`src/rtl/instr_decode_pipe.sv`:
```
// D-stage instruction decoder with a parametrised E/M/W... pipeline of
// type, destination and Tnew, plus the RAW-hazard stall request for D.
module instr_decode_pipe #(
    parameter int STAGES = 3,
    parameter int TYPE_W = 6
) (
    input  logic                     clk,
    input  logic                     reset,
    input  logic [31:0]              Instr_D,
    input  logic                     valid_D,
    output logic [TYPE_W-1:0]        Type_D,
    output logic                     stall,
    output logic [STAGES*TYPE_W-1:0] type_pipe,
    output logic [STAGES*5-1:0]      dst_pipe,
    output logic [STAGES*2-1:0]      tnew_pipe,
    output logic [STAGES-1:0]        valid_pipe
);

    typedef enum logic [5:0] {
        IT_NOP   = 6'd0,  IT_ADDU  = 6'd1,  IT_SUBU = 6'd2,  IT_ORI  = 6'd3,
        IT_LW    = 6'd4,  IT_SW    = 6'd5,  IT_BEQ  = 6'd6,  IT_LUI  = 6'd7,
        IT_J     = 6'd8,  IT_JAL   = 6'd9,  IT_JR   = 6'd10, IT_SLL  = 6'd11,
        IT_ADDIU = 6'd12, IT_BNE   = 6'd13, IT_SLT  = 6'd14, IT_JALR = 6'd15,
        IT_ERR   = 6'd63
    } itype_e;

    logic [5:0] opcode, funct;
    logic [4:0] rs, rt, rd;
    logic       unused_shamt;

    assign opcode       = Instr_D[31:26];
    assign rs           = Instr_D[25:21];
    assign rt           = Instr_D[20:16];
    assign rd           = Instr_D[15:11];
    assign funct        = Instr_D[5:0];
    assign unused_shamt = ^Instr_D[10:6];

    itype_e     itype;
    logic [4:0] dst_d;
    logic [1:0] tnew_d, tuse_rs, tuse_rt;

    // NOTE: every always_comb output gets a default first, so no path leaves it unassigned and no latch is inferred.
    always_comb begin
        itype = IT_ERR;
        case (opcode)
            6'b000000: begin
                case (funct)
                    6'b100001: itype = IT_ADDU;
                    6'b100011: itype = IT_SUBU;
                    6'b001000: itype = IT_JR;
                    6'b000000: itype = IT_SLL;
                    6'b101010: itype = IT_SLT;
                    6'b001001: itype = IT_JALR;
                    default:   itype = IT_ERR;
                endcase
            end
            6'b001101: itype = IT_ORI;
            6'b100011: itype = IT_LW;
            6'b101011: itype = IT_SW;
            6'b000100: itype = IT_BEQ;
            6'b001111: itype = IT_LUI;
            6'b000010: itype = IT_J;
            6'b000011: itype = IT_JAL;
            6'b001001: itype = IT_ADDIU;
            6'b000101: itype = IT_BNE;
            default:   itype = IT_ERR;
        endcase
    end

    // Tuse of 3 can never be exceeded by a 2-bit Tnew, so it means "no stall".
    always_comb begin
        dst_d   = 5'd0;
        tnew_d  = 2'd0;
        tuse_rs = 2'd3;
        tuse_rt = 2'd3;
        case (itype)
            IT_ADDU, IT_SUBU, IT_SLT: begin
                dst_d = rd; tnew_d = 2'd1; tuse_rs = 2'd1; tuse_rt = 2'd1;
            end
            IT_SLL:   begin dst_d = rd; tnew_d = 2'd1; tuse_rt = 2'd1; end
            IT_JALR:  begin dst_d = rd; tuse_rs = 2'd0; end
            IT_JR:    tuse_rs = 2'd0;
            IT_ORI, IT_ADDIU: begin dst_d = rt; tnew_d = 2'd1; tuse_rs = 2'd1; end
            IT_LW:    begin dst_d = rt; tnew_d = 2'd2; tuse_rs = 2'd1; end
            IT_LUI:   begin dst_d = rt; tnew_d = 2'd1; end
            IT_SW:    begin tuse_rs = 2'd1; tuse_rt = 2'd2; end
            IT_BEQ, IT_BNE: begin tuse_rs = 2'd0; tuse_rt = 2'd0; end
            IT_JAL:   dst_d = 5'd31;
            default:  dst_d = 5'd0;
        endcase
    end

    assign Type_D = TYPE_W'(itype);

    logic [TYPE_W-1:0] type_q [STAGES];
    logic [4:0]        dst_q  [STAGES];
    logic [1:0]        tnew_q [STAGES];
    logic [STAGES-1:0] valid_q;

    // Any in-flight producer whose result is not ready by the consumer's use point stalls D.
    always_comb begin
        stall = 1'b0;
        for (int s = 0; s < STAGES; s++) begin
            if (valid_q[s] && dst_q[s] != 5'd0 &&
                ((dst_q[s] == rs && tnew_q[s] > tuse_rs) ||
                 (dst_q[s] == rt && tnew_q[s] > tuse_rt)))
                stall = 1'b1;
        end
        stall = stall & valid_D;
    end

    // NOTE: sequential state uses non-blocking assignments so every stage reads its neighbour's pre-edge value.
    always_ff @(posedge clk) begin
        if (reset) begin
            for (int s = 0; s < STAGES; s++) begin
                type_q[s] <= '0;
                dst_q[s]  <= '0;
                tnew_q[s] <= '0;
            end
            valid_q <= '0;
        end else begin
            if (stall || !valid_D) begin
                type_q[0]  <= '0;
                dst_q[0]   <= '0;
                tnew_q[0]  <= '0;
                valid_q[0] <= 1'b0;
            end else begin
                type_q[0]  <= Type_D;
                dst_q[0]   <= dst_d;
                tnew_q[0]  <= tnew_d;
                valid_q[0] <= 1'b1;
            end
            for (int s = 1; s < STAGES; s++) begin
                type_q[s]  <= type_q[s-1];
                dst_q[s]   <= dst_q[s-1];
                tnew_q[s]  <= (tnew_q[s-1] == 2'd0) ? 2'd0 : tnew_q[s-1] - 2'd1;
                valid_q[s] <= valid_q[s-1];
            end
        end
    end

    always_comb begin
        type_pipe = '0;
        dst_pipe  = '0;
        tnew_pipe = '0;
        for (int s = 0; s < STAGES; s++) begin
            type_pipe[s*TYPE_W +: TYPE_W] = type_q[s];
            dst_pipe[s*5 +: 5]            = dst_q[s];
            tnew_pipe[s*2 +: 2]           = tnew_q[s];
        end
    end

    assign valid_pipe = valid_q;

endmodule

```
`config.mk`:
```
export PLATFORM = sky130hd
export DESIGN_NAME = instr_decode_pipe
export DESIGN_NICKNAME = d
export VERILOG_FILES = /design/src/rtl/instr_decode_pipe.sv
export SDC_FILE = /design/constraint.sdc
export NUM_CORES = 1
export LEC_CHECK = 0
export BUFFER_PORTS_ARGS = -buffer_cell sky130_fd_sc_hd__buf_4
export CAP_MARGIN = 0
export CORE_UTILIZATION = 40
export DETAILED_ROUTE_END_ITERATION = 10
export PLACE_DENSITY = 0.73
export SLEW_MARGIN = 30
export SYNTH_ARGS = -nofsm -noshare
export SYNTH_HDL_FRONTEND = slang
export SYNTH_SLANG_ARGS = --single-unit
```
`constraint.sdc`:
```
create_clock -name clk -period 6 [get_ports clk]
set_clock_uncertainty 0.15 [all_clocks]
set_input_delay 1.2 -clock clk [delete_from_list [all_inputs] [get_ports clk]]
set_output_delay 1.2 -clock clk [all_outputs]
set_load 0.01 [all_outputs]
```
==> run_results.csv, run 1 <==
group,metric,value,unit
detailed_routing,vias_per_cell,5.07,
critical_path,crit_slowest_cell,"or4b_4",
clock_network,ctsLongestPathBuffers,2,
floorplan,core,7690,um2
synthesis,yosysUniqueCellTypes,69,
power,peakVddDrop,87.0,uV
finish,drive_gt1_frac,0.419,
synthesis,synth.most_common_cell,"edfxtp_1",
synthesis,synth_top_area_share,0.342,
power,total_power,758,uW
placed_design,detailed_place_hpwl,6.93,mm
placed_design,gp_congestion,0.841,
clock_network,clk_latency,0.30,ns
power,leakagePower,1.98,nW
placed_design,port_buffers,78,
outcome,status,"finished with violations",
timing,slew_headroom,0.396,
synthesis,ys_ff_latch,39,
finish,syn_to_final_growth,49.7,%
timing,drv_slew,0,
critical_path,critPathTopFamily,"simple AND/OR/NAND/NOR gates",
grt,overflow,0,
detailed_routing,via_count,3069,
grt,grt_max_degree,28,
clock_network,cts-root-buf,"clkbuf_8",
critical_path,regToRegStartpoint,"dst_q[0][6]",
timing,fmaxAchievable,0.166,GHz
clock_network,postCtsHoldBufs,0,
critical_path,path_common_cell,"buf_4",
synthesis,synth.top_cells.by_count,"edfxtp_1 (36), nor2b_1 (30), nor2_1 (20), xor2_1 (20)",
synthesis,avgSynthCellArea,9.49,um2
clock_network,htreeDepth,2,
detailed_routing,drc,0,
grt,grt_pass1_wl,14.3,mm
timing,setup_violations,1,
critical_path,cp_max_fo,5,
clock_network,clock_sink_count,39,
critical_path,r2r-end,"tnew_q[0][1]",
floorplan,rows,32,
floorplan,die_h,90.9,um
floorplan,initial_utilization,0.411,
synthesis,yosys.area.top_type,"edfxtp_1",
finish,final_core_util,0.615,
timing,worst_pin_slew,0.893,ns
power,power.density,160,nW/um2
detailed_routing,routed_wl,9.03,mm
clock_network,cts_buffers,5,
grt,grt.total_usage,0.217,
synthesis,ys.warnings.count,0,
floorplan,design.die.area,8260,um2
critical_path,crit_end,"stall",
placed_design,preCtsSetupSlack,-0.383,ns
critical_path,crit_chain,"buf_4, or4b_4, o22a_1, or2_4, a21boi_4, or4_4, ha_4, nor2b_4, o2111ai_4, nand3_2, buf_4, o311ai_4, nand4_2, and2_4, buf_6",
clock_network,clk_pin_slew,0.08,ns
synthesis,ys_seq_area_frac,0.361,
timing,hold_viol_final,0,
grt,grt_pass1_vias,2957,
synthesis,async_flop_share,0,
critical_path,end_kind,"output pin",
critical_path,crit_start,"Instr_D[31]",
detailed_routing,wl_per_cell,14.9,um
synthesis,netlist_instances,333,
detailed_routing,firstDrtPassIters,4,
critical_path,r2r_setup_slack,2.96,ns
grt,antenna_found_initial,0,
critical_path,path_depth,15,
detailed_routing,drt-initial-drc-count,150,
critical_path,crit_arrival,4.68,ns
floorplan,die_x,90.9,um
worst_hold_path,hp-class,"reg2reg",
critical_path,critPathKind,"in2out",
critical_path,max_stage_delay,0.57,ns
finish,nets,546,
clock_network,cts_tree,"done",
critical_path,rr_worst_depth,9,
synthesis,synthTopCellsByArea,"edfxtp_1 (34%), nor2b_1 (5.9%), xor2_1 (5.5%), xnor2_1 (3.9%), ha_1 (3.6%)",
timing,rsz0062_at_grt,"true",
run,maxCapViolCount,0,
finish,num_antenna_cells,0,
synthesis,syn-cell-area,3160,um2
synthesis,synthFlopType,"edfxtp_1",
detailed_routing,ant_nets,0,
timing,fin_ws,-0.0278,ns
critical_path,start_kind,"primary input",
floorplan,pin_count,84,
critical_path,worstPathRequired,4.65,ns
critical_path,worst-path-buf-inv,3,
outcome,failed_checks,"negative setup slack",
timing,fin_crit,6.03,ns
timing,fin_crit_sh,1.00,
synthesis,synth_edf_count,36,
cell type report:
| type | count | area (um2) |
|---|---|---|
| Clock buffer | 6 | 72.6 |
| Clock inverter | 2 | 12.5 |
| Fill cell | 685 | 2960 |
| Inverter | 16 | 61.3 |
| Multi-Input combinational cell | 294 | 2180 |
| Sequential cell | 39 | 1140 |
| Tap cell | 102 | 128 |
| Timing Repair Buffer | 146 | 1130 |
sequential cells by signal, indices dropped and copies added, names as in the netlist:
register and flops:
valid_pipe 3, dst_q 15, type_q 15, tnew_q 6
per-layer routing:
| layer | vias to the layer above | wire (um) | GRT usage |
|---|---|---|---|
| li1 | 1516 | - | - |
| met1 | 1453 | 3810 | 0.268 |
| met2 | 94 | 4710 | 0.399 |
| met3 | 6 | 455 | 0.0362 |
| met4 | 0 | 56 | 0.0357 |
| met5 | - | 0 | 0 |
metrics by stage:
stage | instance area, um2 | TNS (ns) | hold WS (ns) | cells
2_1_floorplan | 3300 | 0 | 0.347 | 368
3_3_place_gp | 4330 | -0.336 | 0.333 | 588
3_5_place_dp | 4330 | -0.383 | 0.345 | 588
4_1_cts | 4580 | -0.124 | 0.347 | 599
5_1_grt | 4730 | -0.128 | 0.359 | 605
6_report | 4730 | -0.0278 | 0.348 | 605
worst min-delay path by stage:
stage / endpoint / startpoint / slack, ns / cells past startpoint
after global routing: valid_pipe[2] / valid_pipe[1] / 0.36 / 1
final: valid_pipe[2] / valid_pipe[1] / 0.35 / 1
after floorplan: valid_pipe[1] / valid_pipe[0] / 0.35 / 1
after global placement: valid_pipe[2] / valid_pipe[1] / 0.33 / 1
after detailed placement: valid_pipe[1] / valid_pipe[0] / 0.34 / 1
after CTS: valid_pipe[2] / valid_pipe[1] / 0.35 / 1
kinds of logic after synthesis:
kind of cell | after synthesis | synth area share
adder cells (fa/ha/maj) | 10 | 0.0388
multiplexers | 4 | 0.0158
flip-flops | 39 | 0.361
XOR/XNOR | 34 | 0.0943
buffers and inverters | 35 | 0.0574
AO/OA/AOI/OAI | 69 | 0.161
other | 1 | 0.00119
AND/OR/NAND/NOR | 141 | 0.271
timing repair:
item	CTS	global route
pin swaps	17	12
setup buffers	3	6
endpoints found under the setup margin	1	1
hold endpoints to repair	0	0
resized for setup	31	25
where the power goes:
group / internal, mW / switching [mW] / leakage, nW / total (mW)
clock network: 0.0814 / 0.0984 / 0.0412 / 0.180
registers: 0.316 / 0.0172 / 0.389 / 0.333
logic: 0.126 / 0.120 / 1.55 / 0.245
cell usage in the layout (no fill, tap or decap), drive strengths merged, types with 6 or more instances in the layout:
master and n:
buf 146, edfxtp 36, conb 36, nor2b 30
nor2 21, nor3 21, xor2 20, o21ai 18
nand2 15, inv 15, xnor2 14, a21oi 13
nand2b 9, ha 9, nand3 8, clkbuf 6
or4 6, nor4 6
(Power assumes the default switching activity.)
==> inputs of run 2 (changes only) <==
--- a/config.mk
+++ b/config.mk
@@ -10,6 +10,7 @@
 export CORE_UTILIZATION = 40
 export DETAILED_ROUTE_END_ITERATION = 10
 export PLACE_DENSITY = 0.73
+export SETUP_SLACK_MARGIN = 0.3
 export SLEW_MARGIN = 30
 export SYNTH_ARGS = -nofsm -noshare
 export SYNTH_HDL_FRONTEND = slang
==> run 2 against run 1 <==
The flow still finishes with violations (negative setup slack). Combinational power fell by 6%. Clock power increased by 4%. Fmax is essentially flat. Sequential power hardly changed. Final cell count fell by 2.6%. Power down 0.86%. Clock-buffer cell count is 1 lower. Core utilization decreased by 2.1 points. Critical endpoint unchanged. Highest routed layer unchanged.
==> run_results.csv, run 2 (synthesized netlist as in run 1, its figures left out) <==
group,metric,value,unit
grt,overflow,0,
finish,layout_common_cells,"buf_4 (125), edfxtp_1 (36), conb_1 (36)",
power,power.density,164,nW/um2
run,maxCapViolCount,0,
clock_network,clock_sink_count,39,
worst_hold_path,hp-class,"reg2reg",
grt,grt_max_degree,28,
finish,nets,530,
clock_network,htreeDepth,2,
outcome,failed_checks,"negative setup slack",
clock_network,clk_pin_slew,0.09,ns
detailed_routing,drt-initial-drc-count,128,
timing,fmaxAchievable,0.166,GHz
placed_design,gp_congestion,0.872,
finish,syn_to_final_growth,44.6,%
detailed_routing,via_count,2972,
power,peakVddDrop,91.2,uV
finish,num_antenna_cells,0,
finish,final_common_cell,"buf_4",
floorplan,die_x,90.9,um
detailed_routing,firstDrtPassIters,4,
floorplan,design.die.area,8260,um2
outcome,status,"finished with violations",
finish,drive_gt1_frac,0.384,
critical_path,critPathKind,"in2out",
timing,fin_crit,6.03,ns
clock_network,ctsLongestPathBuffers,2,
detailed_routing,vias_per_cell,5.05,
timing,hold_viol_final,0,
critical_path,end_kind,"output pin",
detailed_routing,wl_per_cell,14.1,um
floorplan,rows,32,
timing,fin_ws,-0.0332,ns
placed_design,detailed_place_hpwl,6.65,mm
critical_path,worstPathRequired,4.65,ns
floorplan,core,7690,um2
grt,grt_pass1_vias,2868,
placed_design,preCtsSetupSlack,-0.290,ns
critical_path,crit_arrival,4.68,ns
critical_path,start_kind,"primary input",
timing,drv_slew,0,
grt,grt_pass1_wl,13.5,mm
floorplan,initial_utilization,0.411,
timing,setup_violations,1,
power,leakagePower,1.88,nW
floorplan,pin_count,84,
critical_path,cp_max_fo,4,
clock_network,cts-root-buf,"clkbuf_8",
timing,rsz0062_at_grt,"true",
clock_network,cts_setup_buffers,0,
clock_network,cts_buffers,5,
finish,n_fill_cell,717,
grt,antenna_found_initial,0,
finish,largestRegisters,"dst_q: 15 flops, type_q: 15 flops, tnew_q: 6 flops",
detailed_routing,ant_nets,0,
timing,worst_pin_slew,0.806,ns
clock_network,postCtsHoldBufs,0,
detailed_routing,routed_wl,8.28,mm
power,total_power,751,uW
grt,grt.total_usage,0.201,
timing,slew_headroom,0.455,
detailed_routing,drc,0,
clock_network,cts_tree,"done",
clock_network,clk_latency,0.29,ns
timing,fin_crit_sh,1.01,
floorplan,die_h,90.9,um
finish,finalNonFillerCells,589,
placed_design,placed_cells_incl_taps,581,
finish,final_core_util,0.594,
placed_design,port_buffers,78,
## run 2: final cells by class
cell class                 instances  area (um2)  share of cell area
sequential                        39        1140               0.250
timing repair buffer             130        1010               0.220
clock inverter                     3        23.8             0.00520
tap                              102         128              0.0279
clock buffer                       5        68.8              0.0151
inverter                          16        65.1              0.0142
multi-input combinational        294        2140               0.467
## run 2: path summary, 6_finish.rpt
check / cells after the start / start / to / slack, ns
min reg2reg: 1 / valid_pipe[0] / valid_pipe[1] / 0.34
min: 1 / valid_pipe[0] / valid_pipe[1] / 0.34
max: 16 / Instr_D[31] / stall / -0.03
max reg2reg: 9 / tnew_q[0][5] / tnew_q[0][1] / 3.11
## run 2: where the power goes
| group | total [mW] | leakage (nW) | internal (mW) | switching [mW] |
|---|---|---|---|---|
| clock | 0.187 | 0.0408 | 0.0832 | 0.104 |
| combinational | 0.231 | 1.45 | 0.117 | 0.114 |
| sequential | 0.333 | 0.389 | 0.316 | 0.0171 |
| total | 0.751 | 1.88 | 0.516 | 0.235 |
## run 2: critical path: stages
cell	delay, ns
buf_6	0.10
or4b_4	0.56
o22a_1	0.24
or2_4	0.26
a21boi_4	0.15
or4_4	0.52
buf_4	0.16
ha_1	0.30
o21ai_0	0.11
o2bb2ai_1	0.14
a21oi_1	0.16
mux2i_1	0.11
a22oi_1	0.20
nand4_2	0.17
and2_4	0.20
buf_6	0.11
## run 2: metal layers
| layer | vias up | GRT usage | wire, um |
|---|---|---|---|
| li1 | 1486 | - | - |
| met1 | 1402 | 0.266 | 3750 |
| met2 | 73 | 0.352 | 4130 |
| met3 | 11 | 0.0269 | 330 |
| met4 | 0 | 0.0370 | 73 |
| met5 | - | 0 | 0 |
## run 2: what timing repair did
item | in CTS | in global routing
resized for setup | 18 | 10
setup endpoints to repair | 1 | 1
pin swaps | 14 | 2
## run 2: metrics by stage
stage	cell area (um2)	hold slack [ns]	TNS (ns)
floorplan	3350	0.347	0
global placement	4340	0.336	-0.268
detailed placement	4340	0.339	-0.290
CTS	4510	0.346	-0.00518
global route	4570	0.355	-0.170
finish	4570	0.345	-0.0332
